<file path="src/rtl/atm_journal_reader.sv">
// ATM journal reader: buffers {card,type,amount} log entries in a circular FIFO
// and streams each one to the host as a 5-byte frame (sync, hdr, amt_hi, amt_lo, csum).
//
// state    | meaning
// ---------+-----------------------------------------------
// S_IDLE   | no frame in flight; pops head when FIFO non-empty
// S_SYNC   | presenting SYNC_BYTE
// S_HDR    | presenting {card,type}
// S_AMT_HI | presenting amount[15:8]
// S_AMT_LO | presenting amount[7:0]
// S_CSUM   | presenting checksum, out_last high
module atm_journal_reader #(
    parameter int          DEPTH     = 16,
    parameter int          ADDR_W    = 4,
    parameter logic [7:0]  SYNC_BYTE = 8'hA5
) (
    input  logic              clk,
    input  logic              rst_n,
    input  logic              log_valid,
    input  logic [3:0]        log_card,
    input  logic [3:0]        log_type,
    input  logic [15:0]       log_amount,
    output logic              log_ready,
    output logic [7:0]        out_data,
    output logic              out_valid,
    input  logic              out_ready,
    output logic              out_last,
    output logic [ADDR_W:0]   level,
    output logic              overflow,
    output logic [7:0]        drop_count,
    input  logic              clear_overflow
);

    typedef enum logic [2:0] {
        S_IDLE, S_SYNC, S_HDR, S_AMT_HI, S_AMT_LO, S_CSUM
    } state_t;

    localparam logic [ADDR_W:0] FULL = (ADDR_W + 1)'(DEPTH);

    state_t              state_q, state_d;
    logic [23:0]         mem_q [DEPTH];
    logic [ADDR_W-1:0]   wr_ptr_q, rd_ptr_q;
    logic [ADDR_W:0]     count_q, count_d;
    logic [7:0]          hdr_q, csum_q;
    logic [15:0]         amt_q;
    logic                overflow_q;
    logic [7:0]          drop_count_q;
    logic [23:0]         head;
    logic                push, pop, drop;

    assign log_ready  = (count_q != FULL);
    assign push       = log_valid && log_ready;
    assign drop       = log_valid && !log_ready;
    assign head       = mem_q[rd_ptr_q];
    assign level      = count_q;
    assign overflow   = overflow_q;
    assign drop_count = drop_count_q;

    always_comb begin
        state_d   = state_q;
        pop       = 1'b0;
        out_valid = 1'b1;
        out_data  = 8'h00;
        out_last  = 1'b0;
        case (state_q)
            S_IDLE: begin
                out_valid = 1'b0;
                if (count_q != '0) begin
                    pop     = 1'b1;
                    state_d = S_SYNC;
                end
            end
            S_SYNC: begin
                out_data = SYNC_BYTE;
                if (out_ready) state_d = S_HDR;
            end
            S_HDR: begin
                out_data = hdr_q;
                if (out_ready) state_d = S_AMT_HI;
            end
            S_AMT_HI: begin
                out_data = amt_q[15:8];
                if (out_ready) state_d = S_AMT_LO;
            end
            S_AMT_LO: begin
                out_data = amt_q[7:0];
                if (out_ready) state_d = S_CSUM;
            end
            S_CSUM: begin
                out_data = csum_q;
                out_last = 1'b1;
                if (out_ready) state_d = S_IDLE;
            end
            default: begin
                out_valid = 1'b0;
                state_d   = S_IDLE;
            end
        endcase
    end

    always_comb begin
        count_d = count_q;
        case ({push, pop})
            2'b10:   count_d = count_q + 1'b1;
            2'b01:   count_d = count_q - 1'b1;
            default: count_d = count_q;
        endcase
    end

    // Storage is not reset; only the pointers and count define validity.
    always_ff @(posedge clk) begin
        if (push) mem_q[wr_ptr_q] <= {log_card, log_type, log_amount};
    end

    always_ff @(posedge clk or negedge rst_n) begin
        if (!rst_n) begin
            state_q  <= S_IDLE;
            wr_ptr_q <= '0;
            rd_ptr_q <= '0;
            count_q  <= '0;
            hdr_q    <= '0;
            amt_q    <= '0;
            csum_q   <= '0;
        end else begin
            state_q <= state_d;
            count_q <= count_d;
            if (push) wr_ptr_q <= wr_ptr_q + 1'b1;
            if (pop) begin
                rd_ptr_q <= rd_ptr_q + 1'b1;
                hdr_q    <= head[23:16];
                amt_q    <= head[15:0];
                csum_q   <= head[23:16] ^ head[15:8] ^ head[7:0];
            end
        end
    end

    // A drop in the same cycle as a clear wins, restarting the count at one.
    always_ff @(posedge clk or negedge rst_n) begin
        if (!rst_n) begin
            overflow_q   <= 1'b0;
            drop_count_q <= '0;
        end else if (drop) begin
            overflow_q <= 1'b1;
            if (clear_overflow)
                drop_count_q <= 8'd1;
            else if (drop_count_q != 8'hFF)
                drop_count_q <= drop_count_q + 8'd1;
        end else if (clear_overflow) begin
            overflow_q   <= 1'b0;
            drop_count_q <= '0;
        end
    end

endmodule
</file>
<file path="config.mk">
export PLATFORM = sky130hd
export DESIGN_NAME = atm_journal_reader
export DESIGN_NICKNAME = d
export VERILOG_FILES = /design/src/rtl/atm_journal_reader.sv
export SDC_FILE = /design/constraint.sdc
export NUM_CORES = 1
export LEC_CHECK = 0
export ABC_AREA = 1
export CELL_PAD_IN_SITES_DETAIL_PLACEMENT = 0
export CELL_PAD_IN_SITES_GLOBAL_PLACEMENT = 1
export CORE_MARGIN = 3
export CORE_UTILIZATION = 45
export CTS_CLUSTER_SIZE = 10
export DETAILED_ROUTE_END_ITERATION = 8
export GPL_TIMING_DRIVEN = 0
export PLACE_DENSITY_LB_ADDON = 0.1
export SLEW_MARGIN = 20
export SYNTH_ARGS = -nofsm -noshare
export SYNTH_HDL_FRONTEND = slang
export SYNTH_SLANG_ARGS = --single-unit
export TNS_END_PERCENT = 20
</file>
<file path="constraint.sdc">
create_clock -name clk -period 2.54 [get_ports clk]
set_input_delay 0.254 -clock clk [delete_from_list [all_inputs] [get_ports clk]]
set_output_delay 0.254 -clock clk [all_outputs]
set_load 0.05 [all_outputs]
</file>
* Yosys cells after proc, flatten, opt, wreduce, memory -nomap -nowiden
Memories as Yosys holds them, arrays and structs flattened.
Index checks and enable logic that the tools add are counted.
** Operators by class
- Bitwise logic cells :: 2
- Equality and inequality tests :: 15
- Muxes and demuxes :: 21
- Add/subtract/negate cells :: 5
- Reduce and logical (&&, ||, !) cells :: 11
** Operators by type and width (count)
- $pmux 8 s5 :: 1
- $mux 8 :: 4
- $mux 3 :: 6
- $pmux 3 s6 :: 1
- $xor 8x8->8 :: 2
- $ne 2x2->1 const B :: 6
- $pmux 5 s2 :: 1
- $add 4x1->4 const B :: 2
- $add 8x1->8 const B :: 1
- $mux 1 :: 8
- $ne 8x8->1 const B :: 1
- $eq 3x2->1 const B :: 2
- $eq 3x3->1 const B :: 2
- $reduce_and 6->1 :: 1
- $reduce_bool 2->1 :: 3
- $add 5x1->5 const B :: 1
- $ne 5x5->1 const B :: 1
- $reduce_bool 5->1 :: 1
- $reduce_or 5->1 :: 1
- $sub 5x1->5 const B :: 1
- $eq 3x1->1 const B :: 1
- $logic_not 3->1 :: 1
- $eq 2x1->1 const B :: 1
- $eq 2x2->1 const B :: 1
- 3 further kinds :: 4
** Word-level totals
- Input bits :: 29
- Word-level logic and storage cells :: 64
- Bits in writable memories :: 384
- Memories kept :: 1
- Bits in registers :: 57
- Output and inout port bits :: 25
** Memories
- mem_q :: words 16, bits a word 24, read ports 1, clocked after memory_dff 0, wr ports 1, RTL line 41 : logic [23:0] mem_q [DEPTH];

* Logic depth before layout (Yosys ltp)
- Word-level depth :: 5
- Depth in mapped cells :: 18
- Gate-level depth less buffers :: 17

* Worst setup path after synthesis
No wires, ideal clock.
- Kind :: register to register
- Start :: register count_q[1], in the netlist level[1]
- End :: memory mem_q[11][0] (enable)
- Cell stages (with the launch flop) :: 9
- Library setup time :: 0.405 ns
- Buffers on the path :: 0
- Required time :: 2.135 ns
- Path slack :: -0.640 ns
- Arrival time :: 2.775 ns
- Clock period less this slack :: 3.180 ns
- Path through :: dfrtp_1 -> nor2_1 -> nand2_1 -> nor2_1 -> inv_1 -> nand2_1 -> inv_1 -> nand2_1 -> nor2_1
** Between the ends
- Word-level cells in the longest chain between the ends :: 4
** RTL lines
- from (decl) :: RTL line 43 : logic [ADDR_W:0] count_q, count_d;
- from (signal assigned) :: RTL line 126 : count_q <= count_d;
- $ne 5x5->1 :: RTL line 51 : assign log_ready = (count_q != FULL);
- named net log_ready :: RTL line 23 : output logic log_ready,
- $logic_and 1x1->1 :: RTL line 52 : assign push = log_valid && log_ready;
- $mux 1 :: RTL line 112 : if (push) mem_q[wr_ptr_q] <= {log_card, log_type, log_amount};
- $mux 1 (implied by the code) :: RTL line 112
- to (decl) :: RTL line 41
The timed path passes the listed nets, and every way through them passes these cells.

* Worst setup path after layout
- Start :: register rd_ptr_q[3]
- End :: register csum_q[1]
** Between the ends
- Word-level cells in the longest chain between the ends :: 3
** RTL lines
- from (decl) :: RTL line 42 : logic [ADDR_W-1:0] wr_ptr_q, rd_ptr_q;
- from (signal assigned) :: RTL line 129 : rd_ptr_q <= rd_ptr_q + 1'b1;
- $mem_v2 16x24 *
- $xor 8x8->8 :: RTL line 132 : csum_q <= head[23:16] ^ head[15:8] ^ head[7:0];
- $xor 8x8->8 * :: RTL line 132
- to (signal assigned) :: RTL line 132
- to (decl) :: RTL line 44 : logic [7:0] hdr_q, csum_q;
Mark *: on every way between the ends. The rest lies on a longest branch, timed or not.
A chain may end at the register's enable or synchronous reset.

==> impl_metrics.csv <==
group,metric,value,unit
grt,first_global_vias,12704,
cells_and_area,nFillCells,3551,
setup_path,worst_ep_required_time,3.01,ns
route,wl_per_cell,23.8,um
cts,clk_lat_worst_skew,0.59,ns
timing,period_share,98.2,%
route,via_count,13159,
cts,cts.path.max_buffers,3,
power,leakage,8.74,nW
grt,grt_overflow,0,
logic_synthesis,post-synth-top-area-fraction,61.4,%
power,p_sw_share,41.8,%
placement,gp_routability_congestion,0.831,
setup_path,worstSetupStartpointType,"register",
cts,cts_h_tree_depth,2,
die,coreArea,41000,um2
setup_path,critical_path.max_fanout,10,
logic_synthesis,netlist_top_cells_area,"sky130_fd_sc_hd__edfxtp_1 (61%), sky130_fd_sc_hd__nand2_1 (9.1%), sky130_fd_sc_hd__dfrtp_1 (7.6%), sky130_fd_sc_hd__nand3_1 (5.5%), sky130_fd_sc_hd__inv_1 (3.5%)",
cells_and_area,n_antenna_cell,0,
cts,clock-sinks,441,
power,power.net_switching,11.5,mW
grt,antenna_found_initial,0,
timing,hold_slack,0.103,ns
logic_synthesis,number_of_synthesized_flops_with_an_enable_pin,384,
timing,rsz0062_at_grt,"yes",
die,starting_density,45.8,%
route,drt-pass1-iter-count,5,
grt,grt_pass1_wl,84500,um
die,fp.dieH,210,um
timing,slew_headroom,34.6,%
route,ant_nets,0,
route,vias_per_cell,5.40,
route,detail_route.iter0.violations,1300,
cells_and_area,layout-area-overhead-vs-synth,18.4,%
route,route.detailed.drc,0,
die,number_of_primary_i_o_pins,54,
placement,dpl.hpwl,38600,um
die,die-width,210,um
die,dieArea,44200,um2
run,max_cap_violations,0,
cells_and_area,num-nets-final,1917,
status,outcome,"complete, no violations",
cts,tritoncts,"done",
setup_path,worstPathArrival,2.97,ns
cells_and_area,most-common-layout-cells,"sky130_fd_sc_hd__nand2_1 (452), sky130_fd_sc_hd__edfxtp_1 (384), sky130_fd_sc_hd__nand3_1 (207)",
grt,overall_routing_resource_usage,26.4,%
setup_path,worst_setup_path_end_kind,"register",
timing,layout_min_cycle_time,2.49,ns
logic_synthesis,largest_area_contributor_in_the_netlist,"sky130_fd_sc_hd__edfxtp_1",
timing,report.final.hold_viol_count,0,
power,portion_of_total_power_attributed_to_combinational_logic,41.9,%
cells_and_area,mostFrequentLayoutCell,"sky130_fd_sc_hd__nand2_1",
logic_synthesis,synth_seq_cells,441,
power,design_power_total,27.5,mW
logic_synthesis,synth.net_count,1781,
timing,timing.clock.skew,0.0219,ns
cts,cts_root_buf,"sky130_fd_sc_hd__clkbuf_16",
cts,cts_made_buffers,51,
power,cellPowerDensity,1240,nW/um2
logic_synthesis,synth-seq-area-share,69.0,%
logic_synthesis,synth_flop_cell,"sky130_fd_sc_hd__edfxtp_1",
cells_and_area,drive_above_1_share,10.9,%
logic_synthesis,cell_area_after_technology_mapping,18800,um2
timing,max_clock_freq,0.401,GHz
power,cellInternalPower,16.0,mW
logic_synthesis,netlist_instances,1742,
setup_path,crit_type,"reg -> reg",
power,power.clock.fraction,24.3,%
logic_synthesis,synthesis.area_per_instance,10.8,um2
min_path,min_path_type,"in -> async",
logic_synthesis,yosys_warnings,0,
power,ir_drop,0.000557,V
logic_synthesis,distinct_cell_type_count_of_the_synthesized_netlist,32,
timing,timing_worst_slew_pin_value,0.978,ns
route,wl,58000,um
power,seqPwrFrac,33.9,%
placement,io_buffers,53,
logic_synthesis,async_set_or_reset_flop_fraction_in_the_synthesized_netlist,12.9,%
grt,grt_max_degree,38,
timing,setup_viol,0,
cts,clk_pin_slew,0.06,ns
timing,drv_slew,0,
die,row_count,74,
-- area by class of cell --
| cell class | count | area, um2 | area share, % |
|---|---|---|---|
| inverters | 179 | 682 | 3.07 |
| plain buffers | 83 | 452 | 2.03 |
| flip-flops and latches | 441 | 13000 | 58.3 |
| multi-input cells | 1038 | 4910 | 22.1 |
| clock inverters | 4 | 60.1 | 0.270 |
| repair buffers | 84 | 1100 | 4.95 |
| clock buffers | 75 | 1410 | 6.33 |
| well taps | 532 | 666 | 2.99 |
-- registers in the layout, indices dropped and copies added, names as in the netlist --
name        flops
amt_q          16
wr_ptr_q        4
hdr_q           8
csum_q          8
overflow        1
rd_ptr_q        4
level           5
state_q         3
mem_q         384
drop_count      8
-- power groups by stage --
stage | combinational [mW] | sequential (mW) | clock, mW
2_1_floorplan | 6.59 | 9.49 | 0
3_3_place_gp | 10.9 | 9.43 | 0
3_5_place_dp | 11.3 | 9.42 | 0
4_1_cts | 11.4 | 9.29 | 6.78
5_1_grt | 12.5 | 9.40 | 7.08
6_report | 11.5 | 9.31 | 6.67
-- timing repair --
| action | in CTS | in global routing |
|---|---|---|
| endpoints found under the hold margin | 57 | 0 |
| gates resized for setup | 48 | 25 |
| pin swaps | 4 | 3 |
| setup buffers | 5 | 7 |
| endpoints found under the setup margin | 38 | 172 |
| hold buffers | 1 | 0 |
-- metal layers --
metal	global-route usage, %	vias up	routed length, um
met5	0	-	0
met4	8.84	0	1880
met1	37.0	6344	24700
li1	-	6153	-
met3	3.87	122	4370
met2	42.8	540	27000
-- critical path: stages, from the launching register on --
cell and delay [ns]:
sky130_fd_sc_hd__dfrtp_1 0.35, sky130_fd_sc_hd__clkbuf_1 0.22, sky130_fd_sc_hd__inv_2 0.23, sky130_fd_sc_hd__buf_1 0.70
sky130_fd_sc_hd__nand3_1 0.36, sky130_fd_sc_hd__nand2_1 0.26, sky130_fd_sc_hd__nand2_1 0.10, sky130_fd_sc_hd__nand3_1 0.09
sky130_fd_sc_hd__nand3_1 0.07
-- synthesized netlist by cell type (all sizes together) (3+ instances only) --
library cell,number
a22oi,5
nor3,3
o2111ai,3
dfrtp,57
ha,10
nand2,456
nor2,149
nand4,9
o21ai,111
edfxtp,384
buf,67
nand3,207
a21oi,20
clkbuf,17
o21a,8
inv,178
o211ai,31
xor2,10
or2,9
-- metrics by stage --
| step | area, um2 | util, % | std cells | worst slack (ns) | TNS, ns |
|---|---|---|---|---|---|
| after floorplan | 18800 | - | 1742 | -0.192 | -50.87 |
| after global placement | 20000 | 48.9 | 2327 | -0.963 | -321.53 |
| after detailed placement | 20500 | 50.1 | 2345 | -0.691 | -9.66 |
| after CTS | 22100 | 53.9 | 2429 | -0.0756 | -0.0821 |
| after global routing | 22200 | 54.2 | 2436 | -0.159 | -3.63 |
| final | 22200 | 54.2 | 2436 | 0.0451 | 0 |
-- cells by family after synthesis --
family          after synthesis  share of synthesized area [%]
compound gates              183                           5.58
xor+xnor                     12                          0.559
fa+ha+maj                    10                          0.666
buf+inv                     263                           5.95
flops                       441                           69.0
simple gates                833                           18.3
-- final timing paths --
path | from | end | slack [ns] | cells after the start
max in group asynchronous | rst_n | state_q[1] | 1.91 | 3
min in group clk | log_valid | overflow | 0.31 | 3
hold / removal | rst_n | hdr_q[0] | 0.10 | 2
hold reg to reg | overflow | overflow | 0.48 | 2
setup reg to reg | rd_ptr_q[3] | csum_q[1] | 0.05 | 8
setup / recovery | rd_ptr_q[3] | csum_q[1] | 0.05 | 8
Power figures use the tool's default switching activity.
